### src/rtl/cpu_types_pkg.sv
// Shared datapath/memory types for the cache bridge: word type, RAM handshake state and bridge FSM state.
package cpu_types_pkg;
  typedef logic [31:0] word_t;
  typedef enum logic [1:0] {FREE, BUSY, ACCESS, ERROR} ramstate_t;
  typedef enum logic [2:0] {IDLE, DREQ, IREQ, RESP, HALTED} bridge_state_t;
endpackage

### src/rtl/bridge_watchdog.sv
// Saturating cycle counter for a pending RAM access; expired flags the last allowed cycle.
module bridge_watchdog #(
  parameter int TIMEOUT = 1024
) (
  input  logic CLK,
  input  logic RST,
  input  logic clr,
  input  logic en,
  output logic expired
);
  localparam int W = $clog2(TIMEOUT + 1);
  localparam logic [W-1:0] LAST = W'(TIMEOUT - 1);
  localparam logic [W-1:0] SAT  = W'(TIMEOUT);

  logic [W-1:0] cnt;

  always_ff @(posedge CLK or posedge RST) begin
    if (RST)
      cnt <= '0;
    else if (clr)
      cnt <= '0;
    else if (en && cnt != SAT)
      cnt <= cnt + 1'b1;
  end

  // Combinational so the FSM leaves the request state at the end of cycle TIMEOUT.
  assign expired = en && (cnt >= LAST);
endmodule

### src/rtl/cache_bridge.sv
// Single-ported RAM responder replacing the caches; data requests win over fetches.
// Optional CACHE_BRIDGE_ACCESS_COUNT_EN adds saturating icount/dcount hit counters.
module cache_bridge
  import cpu_types_pkg::*;
#(
  parameter int TIMEOUT = 1024,
  parameter int CNT_W   = 32
) (
  input  logic      CLK,
  input  logic      RST,
  input  logic      halt,
  input  logic      imemREN,
  input  word_t     imemaddr,
  output word_t     imemload,
  output logic      ihit,
  input  logic      dmemREN,
  input  logic      dmemWEN,
  input  word_t     dmemaddr,
  input  word_t     dmemstore,
  output word_t     dmemload,
  output logic      dhit,
  output logic      ramREN,
  output logic      ramWEN,
  output word_t     ramaddr,
  output word_t     ramstore,
  input  word_t     ramload,
  input  ramstate_t ramstate,
  output logic      err
`ifdef CACHE_BRIDGE_ACCESS_COUNT_EN
  ,
  output logic [CNT_W-1:0] icount,
  output logic [CNT_W-1:0] dcount
`endif
);
  bridge_state_t state, nxt;
  word_t lat_addr, lat_store;
  logic  lat_wr, lat_isd, to_flag, halt_pend;
  logic  in_req, expired;

  assign in_req = (state == DREQ) || (state == IREQ);

  bridge_watchdog #(.TIMEOUT(TIMEOUT)) u_wdog (
    .CLK     (CLK),
    .RST     (RST),
    .clr     (!in_req),
    .en      (in_req),
    .expired (expired)
  );

  always_comb begin
    nxt = state;
    case (state)
      IDLE: begin
        if (halt)                    nxt = HALTED;
        else if (dmemREN || dmemWEN) nxt = DREQ;
        else if (imemREN)            nxt = IREQ;
      end
      DREQ, IREQ: if (ramstate == ACCESS || expired) nxt = RESP;
      RESP:       nxt = (halt || halt_pend) ? HALTED : IDLE;
      HALTED:     nxt = HALTED;
      default:    nxt = IDLE;
    endcase
  end

  always_ff @(posedge CLK or posedge RST) begin
    if (RST) begin
      state     <= IDLE;
      lat_addr  <= '0;
      lat_store <= '0;
      lat_wr    <= 1'b0;
      lat_isd   <= 1'b0;
      to_flag   <= 1'b0;
      halt_pend <= 1'b0;
      imemload  <= '0;
      dmemload  <= '0;
      err       <= 1'b0;
    end else begin
      state <= nxt;
      case (state)
        IDLE: begin
          halt_pend <= 1'b0;
          if (!halt) begin
            if (dmemREN || dmemWEN) begin
              lat_addr  <= dmemaddr;
              lat_store <= dmemstore;
              lat_wr    <= dmemWEN;
              lat_isd   <= 1'b1;
              to_flag   <= 1'b0;
            end else if (imemREN) begin
              lat_addr <= imemaddr;
              lat_wr   <= 1'b0;
              lat_isd  <= 1'b0;
              to_flag  <= 1'b0;
            end
          end
        end
        DREQ, IREQ: begin
          // A halt seen mid-transfer must still end in HALTED even if it drops before RESP.
          if (halt) halt_pend <= 1'b1;
          if (ramstate == ACCESS) begin
            if (!lat_wr) begin
              if (lat_isd) dmemload <= ramload;
              else         imemload <= ramload;
            end
          end else if (expired) begin
            err     <= 1'b1;
            to_flag <= 1'b1;
          end
        end
        default: ;
      endcase
    end
  end

  // Strobes decode straight from the state register so reset drops them immediately.
  assign ramREN   = (state == IREQ) || (state == DREQ && !lat_wr);
  assign ramWEN   = (state == DREQ) && lat_wr;
  assign ramaddr  = lat_addr;
  assign ramstore = lat_store;
  assign ihit     = (state == RESP) && !lat_isd && !to_flag;
  assign dhit     = (state == RESP) &&  lat_isd && !to_flag;

`ifdef CACHE_BRIDGE_ACCESS_COUNT_EN
  always_ff @(posedge CLK or posedge RST) begin
    if (RST) begin
      icount <= '0;
      dcount <= '0;
    end else begin
      if (ihit && icount != '1) icount <= icount + 1'b1;
      if (dhit && dcount != '1) dcount <= dcount + 1'b1;
    end
  end
`endif
endmodule

### config.mk
export PLATFORM = sky130hd
export DESIGN_NAME = cache_bridge
export DESIGN_NICKNAME = d
export VERILOG_FILES = /design/src/rtl/cpu_types_pkg.sv /design/src/rtl/bridge_watchdog.sv /design/src/rtl/cache_bridge.sv
export SDC_FILE = /design/constraint.sdc
export NUM_CORES = 1
export LEC_CHECK = 0
export BUFFER_PORTS_ARGS = -buffer_cell sky130_fd_sc_hd__buf_2
export CORE_MARGIN = 3
export CORE_UTILIZATION = 51
export CTS_CLUSTER_SIZE = 12
export DETAILED_ROUTE_END_ITERATION = 10
export HOLD_SLACK_MARGIN = 0.15
export PLACE_DENSITY_LB_ADDON = 0.1
export SYNTH_ARGS = -nofsm -noshare
export SYNTH_HDL_FRONTEND = slang
export SYNTH_SLANG_ARGS = --single-unit
### constraint.sdc
create_clock -name CLK -period 6.83 [get_ports CLK]
set_input_delay 0.683 -clock CLK [delete_from_list [all_inputs] [get_ports CLK]]
set_output_delay 0.683 -clock CLK [all_outputs]
set_load 0.05 [all_outputs]
==> results by group, run 1 <==
Clocking
  • Clk_lat worst skew: 0.41 ns
  • Setup Fix Bufs, Post-CTS: 0
  • Num CTS Buffers: 17
  • CTS Hold Bufs: 0
  • Clk buf depth: 2
  • CTS tree: built
  • Num Clock Sinks: 147
  • CTS resizes: 0
  • Worst-path clk slew: 0.06 ns
  • Clk root buf: clkbuf_16
  • H-tree levels: 4

Synthesis
  • Post-Syn Area: 0.006116 sq mm
  • Syn Inst Count: 449
  • Yosys cell types: 35
  • Post-synthesis sequential area ratio: 60.15%
  • Synth top area share: 60.15%
  • Flops & latches, synth: 147
  • Area leader, netlist: dfrtp_1
  • Synth area leaders: dfrtp_1, mux2_2, mux2_4
  • Synth warn: 0
  • Mean area per synthesized cell: 13.62 sq um
  • Syn nets: 587

Detailed routing
  • Metal1 wirelength: 5.704 mm
  • Routed Antenna Nets: 0
  • DRT iter0 DRCs: 214
  • DR WL met2: 7.476 mm
  • Router iterations before antenna repair: 4
  • Top sig layer: met5
  • Wirelength, routed: 14.68 mm
  • Via count: 4402
  • WL met3: 1.210 mm
  • Remaining DRCs: 0
  • Vias per inst: 5.071
  • WL per Instance: 16.91 um

Finish
  • Non-Filler Instances: 868
  • FILL cells: 819
  • Area growth from synthesis to layout: 33.98%
  • Nets@finish: 851
  • Final core utilization: 70.85%
  • Fraction of layout instances using a drive strength above 1: 55.17%
  • Antenna diodes: 0

Floorplan
  • Die X: 115.5 um
  • # rows: 39
  • Die Footprint: 0.01334 sq mm
  • Ports: 269
  • Die Y: 115.5 um
  • Core area: 0.01156 sq mm
  • Starting density of the core: 52.88%

Critical path
  • CP startpoint kind: register
  • Data required time of the worst path: 7.12 ns
  • Worst path arrival time: 3.17 ns
  • Worst Path Max Fanout: 32
  • Setup CP Type: register to register
  • Critical path capture point type: register
  • Worst R2R Setup Slack: 3.95 ns

Timing
  • Final Critical Period: 2.881 ns
  • Max Fclk: 347.1 MHz
  • Total negative slack: 0 ns
  • Slew Limit Fails: 0
  • Finish-stage setup viols: 0
  • Period utilisation layout: 42.18%
  • Measured slew at the worst slew-check pin: 1.207 ns
  • Final Skew: 0.006413 ns
  • Final hold vios: 0
  • Unrepaired setup endpoints after global routing: false
  • Slew HR: 19.55%

Placement
  • Port bufs: 268
  • Post-DP HPWL: 11.08 mm
  • Inst Count DP: 837
  • Final GP Congestion: 0.8126

GRT
  • Largest net degree at the start of global routing: 81
  • Initial antenna violation count: 1
  • Gr ovfl total: 0
  • Total Routing Usage GR: 22.21%
  • First-pass GRT wire length: 22.69 mm
  • Vias in the first global route: 4570

Hold path
  • Worst hold path class: input pin to asynchronous set/reset pin

Run status
  • Status: finished, final reports clean

Pwr
  • Static Leak: 4.140 nW
  • Pwr Density: 614.7 mW/mm^2
  • Max IR drop VDD: 0.0003632 V

Flow run
  • Max_cap viols: 0
## synth_stat cells
library cell  number
buf_6              4
and4_1             1
o21ai_0            7
or3_1              2
mux2_4            30
buf_2              5
xor2_1             5
nor2b_1            1
o31a_1             1
nor4bb_1           1
mux2_2            67
o32ai_1            2
nand3b_1           2
nand2_1            6
or2_1              1
nor3_1             5
nor4_1             5
nor2_1            45
and3_1             1
mux2i_1           33
a21oi_1           39
inv_1              7
a31oi_1            1
nor4b_2            1
nand3_1            2
buf_1              1
nand2b_1           2
xnor2_1            3
or4b_1             1
ha_1               2
o21ai_1            1
nand4_1            3
clkbuf_1          14
buf_4              1
dfrtp_1          147
## metrics by stage
step                      total power [mW]  hold WS, ns  setup WS, ns  cell area, sq um
final                                5.037       0.3750         3.949              8194
after global routing                 5.266       0.4193         3.797              8194
after detailed placement             4.052       0.4518         3.949              7551
after floorplan                      3.445       0.4635         2.196              6116
after global placement               3.998       0.4477         4.012              7551
after CTS                            5.074       0.4145         3.955              8194
## power by group
| part | internal, mW | switching [mW] |
|---|---|---|
| clock network | 0.667 | 0.340 |
| logic | 0.686 | 1.84 |
| registers | 1.27 | 0.232 |
| total | 2.62 | 2.42 |
## worst max-delay path, stage by stage (launching register included)
cell and delay [ns]:
dfrtp_1 0.48, xnor2_1 0.17, or2_1 0.42, or4b_2 1.20, mux2_4 0.46
## per-layer routing
metal	GRT usage (%)	up-vias
met4	8.138	2
met1	25.96	2109
met3	8.146	23
li1	-	2098
met5	0	-
met2	37.69	170
## final cells by class
class / count / area (sq um) / share of cell area, %
repair buffers: 270 / 1356 / 16.55
well taps: 143 / 178.9 / 2.184
inverters: 7 / 31.28 / 0.3817
multi-input cells: 270 / 2306 / 28.14
flip-flops and latches: 147 / 3679 / 44.89
clock inverters: 8 / 175.2 / 2.138
clock buffers: 23 / 467.9 / 5.711
## layout by cell type (no fill, tap or decap)
cell type     n
buf_2       268
dfrtp_1     147
mux2_2       67
nor2_1       44
a21oi_1      39
mux2i_1      33
mux2_4       30
clkbuf_16    17
o21ai_0       7
inv_1         6
nand2_1       6
nor4_1        5
xor2_1        5
nor3_1        5
bufinv_16     5
clkbuf_1      4
xnor2_1       3
nand4_1       3
nand3b_1      2
nand2b_1      2
nand3_1       2
or3_1         2
o32ai_1       2
ha_1          2
clkinv_4      2
clkbuf_8      2
buf_4         2
or2_1         1
nor2b_1       1
or4b_2        1
nor4b_4       1
and4_1        1
and3_1        1
o21ai_4       1
nor4bb_1      1
inv_6         1
o31a_2        1
nor2_4        1
a31oi_1       1
clkinvlp_4    1
## registers in the layout (all words and copies together), names as in the netlist
register	cells
dmemload	32
err	1
halt_pend	1
imemload	32
lat_isd	1
lat_wr	1
ramaddr	32
ramstore	32
state	3
to_flag	1
u_wdog.cnt	11
## final timing paths
path                                from  cells past startpoint            to
worst max register to register  state[1]                      4  dmemload[14]
worst min-delay path                 RST                      2  ramstore[15]
worst max-delay path            state[1]                      4  dmemload[14]
min in group CLK                     err                      1           err
max in group asynchronous            RST                      3   dmemload[8]
worst min register to register       err                      1           err
## cells by family (layout without fill, tap and decap cells)
| logic type | Yosys count | in the layout | synth area share [%] |
|---|---|---|---|
| flip-flops | 147 | 147 | 60.15 |
| multiplexers | 130 | 130 | 25.10 |
| AND/OR/NAND/NOR | 79 | 79 | 6.199 |
| AO/OA/AOI/OAI | 51 | 51 | 4.378 |
| buffers and inverters | 32 | 308 | 2.619 |
| XOR/XNOR | 8 | 8 | 1.146 |
| adder cells (fa/ha/maj) | 2 | 2 | 0.4091 |
Note: power is estimated with default switching activity, not from simulation.
==> run 2: changes to the inputs <==
Settings changed: CORE_UTILIZATION 51 to 43.
Clock period 6.83 ns to 2.6 ns, I/O delays scaled along.
==> run 2 against run 1 <==
Net effect:
- sequential power rose to 2.6 times the previous value
- design area rose by 12%
- sequential cell count did not move
- via count rose by 10%
- clock power rose by 140%
- final cell count rose by 15%
- highest routed layer is now met4
==> results by group, run 2 (same netlist as run 1, synthesis figures left out) <==
Critical path
  • CP startpoint: state[1]
  • CP startpoint kind: register
  • Worst Path Max Fanout: 25 (-22%)
  • Worst R2R Setup Slack: 0.32 ns (-3.63 ns)
  • R2r endpoint: dmemload[0]
  • Worst r2r src: state[1]
  • Setup CP Type: register to register
  • Data required time of the worst path: 2.90 ns (-4.22 ns)
  • Crit path capture: dmemload[0]
  • Slowest stage delay, CP: 0.63 ns (-0.57 ns)
  • CP Cell Sequence: xnor2_1 > or2_1 > or4b_2 > buf_4 > mux2_4
  • Worst path arrival time: 2.58 ns (-0.59 ns)
  • Cell at the slowest stage of the critical path: or4b_2
  • Critical path capture point type: register
  • Worst Reg-to-Reg Cells: 5 (+1)

Flow run
  • Max_cap viols: 0 (unchanged)

Timing
  • Slew Limit Fails: 0 (unchanged)
  • Max Fclk: 438.3 MHz (+26%)
  • Slew HR: 29.16% (+9.6 points)
  • Final hold vios: 0 (unchanged)
  • Period utilisation layout: 87.75% (+46 points)
  • Hold WS: 0.1581 ns (-0.2169 ns)
  • Final Skew: 0.009788 ns (+0.003375 ns)
  • Measured slew at the worst slew-check pin: 1.059 ns (-0.1482 ns)
  • Final Critical Period: 2.282 ns (-0.5993 ns)
  • Unrepaired setup endpoints after global routing: false
  • Finish-stage setup viols: 0 (unchanged)
  • Total negative slack: 0 ns (unchanged)

Floorplan
  • Die Y: 125.3 um (+8.4%)
  • Ports: 269 (unchanged)
  • Core area: 0.01356 sq mm (+17%)
  • Starting density of the core: 45.11% (-7.8 points)
  • Die X: 125.3 um (+8.4%)
  • # rows: 42 (+7.7%)
  • Die Footprint: 0.01569 sq mm (+18%)

GRT
  • Total Routing Usage GR: 21.13% (-1.1 points)
  • Initial antenna violation count: 0 (-1)
  • Largest net degree at the start of global routing: 39 (-52%)
  • Gr ovfl total: 0 (unchanged)
  • First-pass GRT wire length: 26.58 mm (+17%)
  • Vias in the first global route: 5222 (+14%)

Detailed routing
  • DRT iter0 DRCs: 152 (-29%)
  • Vias per inst: 4.835 (-4.7%)
  • WL per Instance: 16.48 um (-2.5%)
  • Wirelength, routed: 16.50 mm (+12%)
  • Router iterations before antenna repair: 4 (unchanged)
  • Remaining DRCs: 0 (unchanged)
  • Routed Antenna Nets: 0 (unchanged)
  • Via count: 4840 (+10%)

Placement
  • Final GP Congestion: 0.8293 (+2.1%)
  • Post-DP HPWL: 11.74 mm (+5.9%)
  • Port bufs: 268 (unchanged)

Hold path
  • Worst hold path class: input pin to register

Finish
  • Most frequent cells in the layout: buf_2, dfrtp_1, dlygate4sd3_1
  • Antenna diodes: 0 (unchanged)
  • Area growth from synthesis to layout: 50.08%
  • Fraction of layout instances using a drive strength above 1: 49.94% (-5.2 points)
  • FILL cells: 997 (+22%)
  • Commonest non-fill, non-tap cell in the layout: buf_2
  • Nets@finish: 952 (+12%)

Clocking
  • Setup Fix Bufs, Post-CTS: 0 (unchanged)
  • Clk root buf: clkbuf_16
  • H-tree levels: 4 (unchanged)
  • Clk buf depth: 2 (unchanged)
  • Num Clock Sinks: 147 (unchanged)
  • Clk_lat worst skew: 0.41 ns (about the same)
  • CTS Hold Bufs: 90 (+90)
  • CTS resizes: 0 (unchanged)
  • Worst-path clk slew: 0.06 ns (about the same)
  • CTS tree: built
  • Num CTS Buffers: 17 (unchanged)

Run status
  • Status: finished, final reports clean

Pwr
  • Static Leak: 4.542 nW (+9.7%)
  • Pwr Density: 1439 mW/mm^2 (+130%)
  • Max IR drop VDD: 0.0008766 V (+140%)
run 2: cell count changes in the layout (fill, tap and decap cells not counted), sizes merged:
cell and delta:
dlygate4sd3 +90, buf +11, clkinvlp +3, bufinv -2, clkbuf -2, clkinv +1
inv -1
run 2: worst min-delay path by stage:
stage / slack (ns) / endpoint / cells after the start / from
finish: 0.16 / ramaddr[9] / 3 / dmemaddr[9]
global route: 0.16 / ramaddr[7] / 3 / dmemaddr[7]
CTS: 0.15 / ramaddr[3] / 3 / imemaddr[3]
detailed placement: 0.27 / ramstore[18] / 2 / RST
global placement: 0.26 / ramstore[22] / 2 / RST
floorplan: 0.41 / halt_pend / 2 / halt
run 2: power breakdown:
group          switching, mW  leakage (nW)  internal [mW]
logic                   4.88          2.48           1.93
registers              0.620          1.78           3.33
clock network          0.904         0.281           1.55
run 2: critical path: cells and delay by family, from the launching register on:
kind | cells | cell delay, ns
and+or+nand+nor | 2 | 0.86
DFF | 1 | 0.48
muxes | 1 | 0.35
buffers and inverters | 1 | 0.30
xor gates and xnor gates | 1 | 0.17
run 2: final cells by class:
type	instances	area, sq um	share of cell area [%]
clock buffer	21	460.4	5.016
clock inverter	9	131.4	1.431
inverter	7	30.03	0.3272
multi-input combinational	270	2306	25.12
sequential	147	3679	40.08
tap	176	220.2	2.399
timing repair buffer	371	2352	25.63
run 2: per-stage QoR:
stage                     area (sq um)  power, mW  utilization [%]  worst slack, ns  instances
after global routing              9179      13.80            67.70           0.2351       1001
after CTS                         9179      13.29            67.70           0.3213       1001
after floorplan                   6120      9.049                -           0.2807        449
after detailed placement          7686      10.69            56.69           0.3182        881
final                             9179      13.21            67.70           0.3184       1001
after global placement            7686      10.55            56.69           0.3526        881
run 2: layer usage:
| metal | track usage (%) | routed length (um) |
|---|---|---|
| met1 | 23.96 | 6383 |
| met5 | 0 | 0 |
| met3 | 6.311 | 1072 |
| met4 | 9.311 | 486 |
| met2 | 36.95 | 8558 |
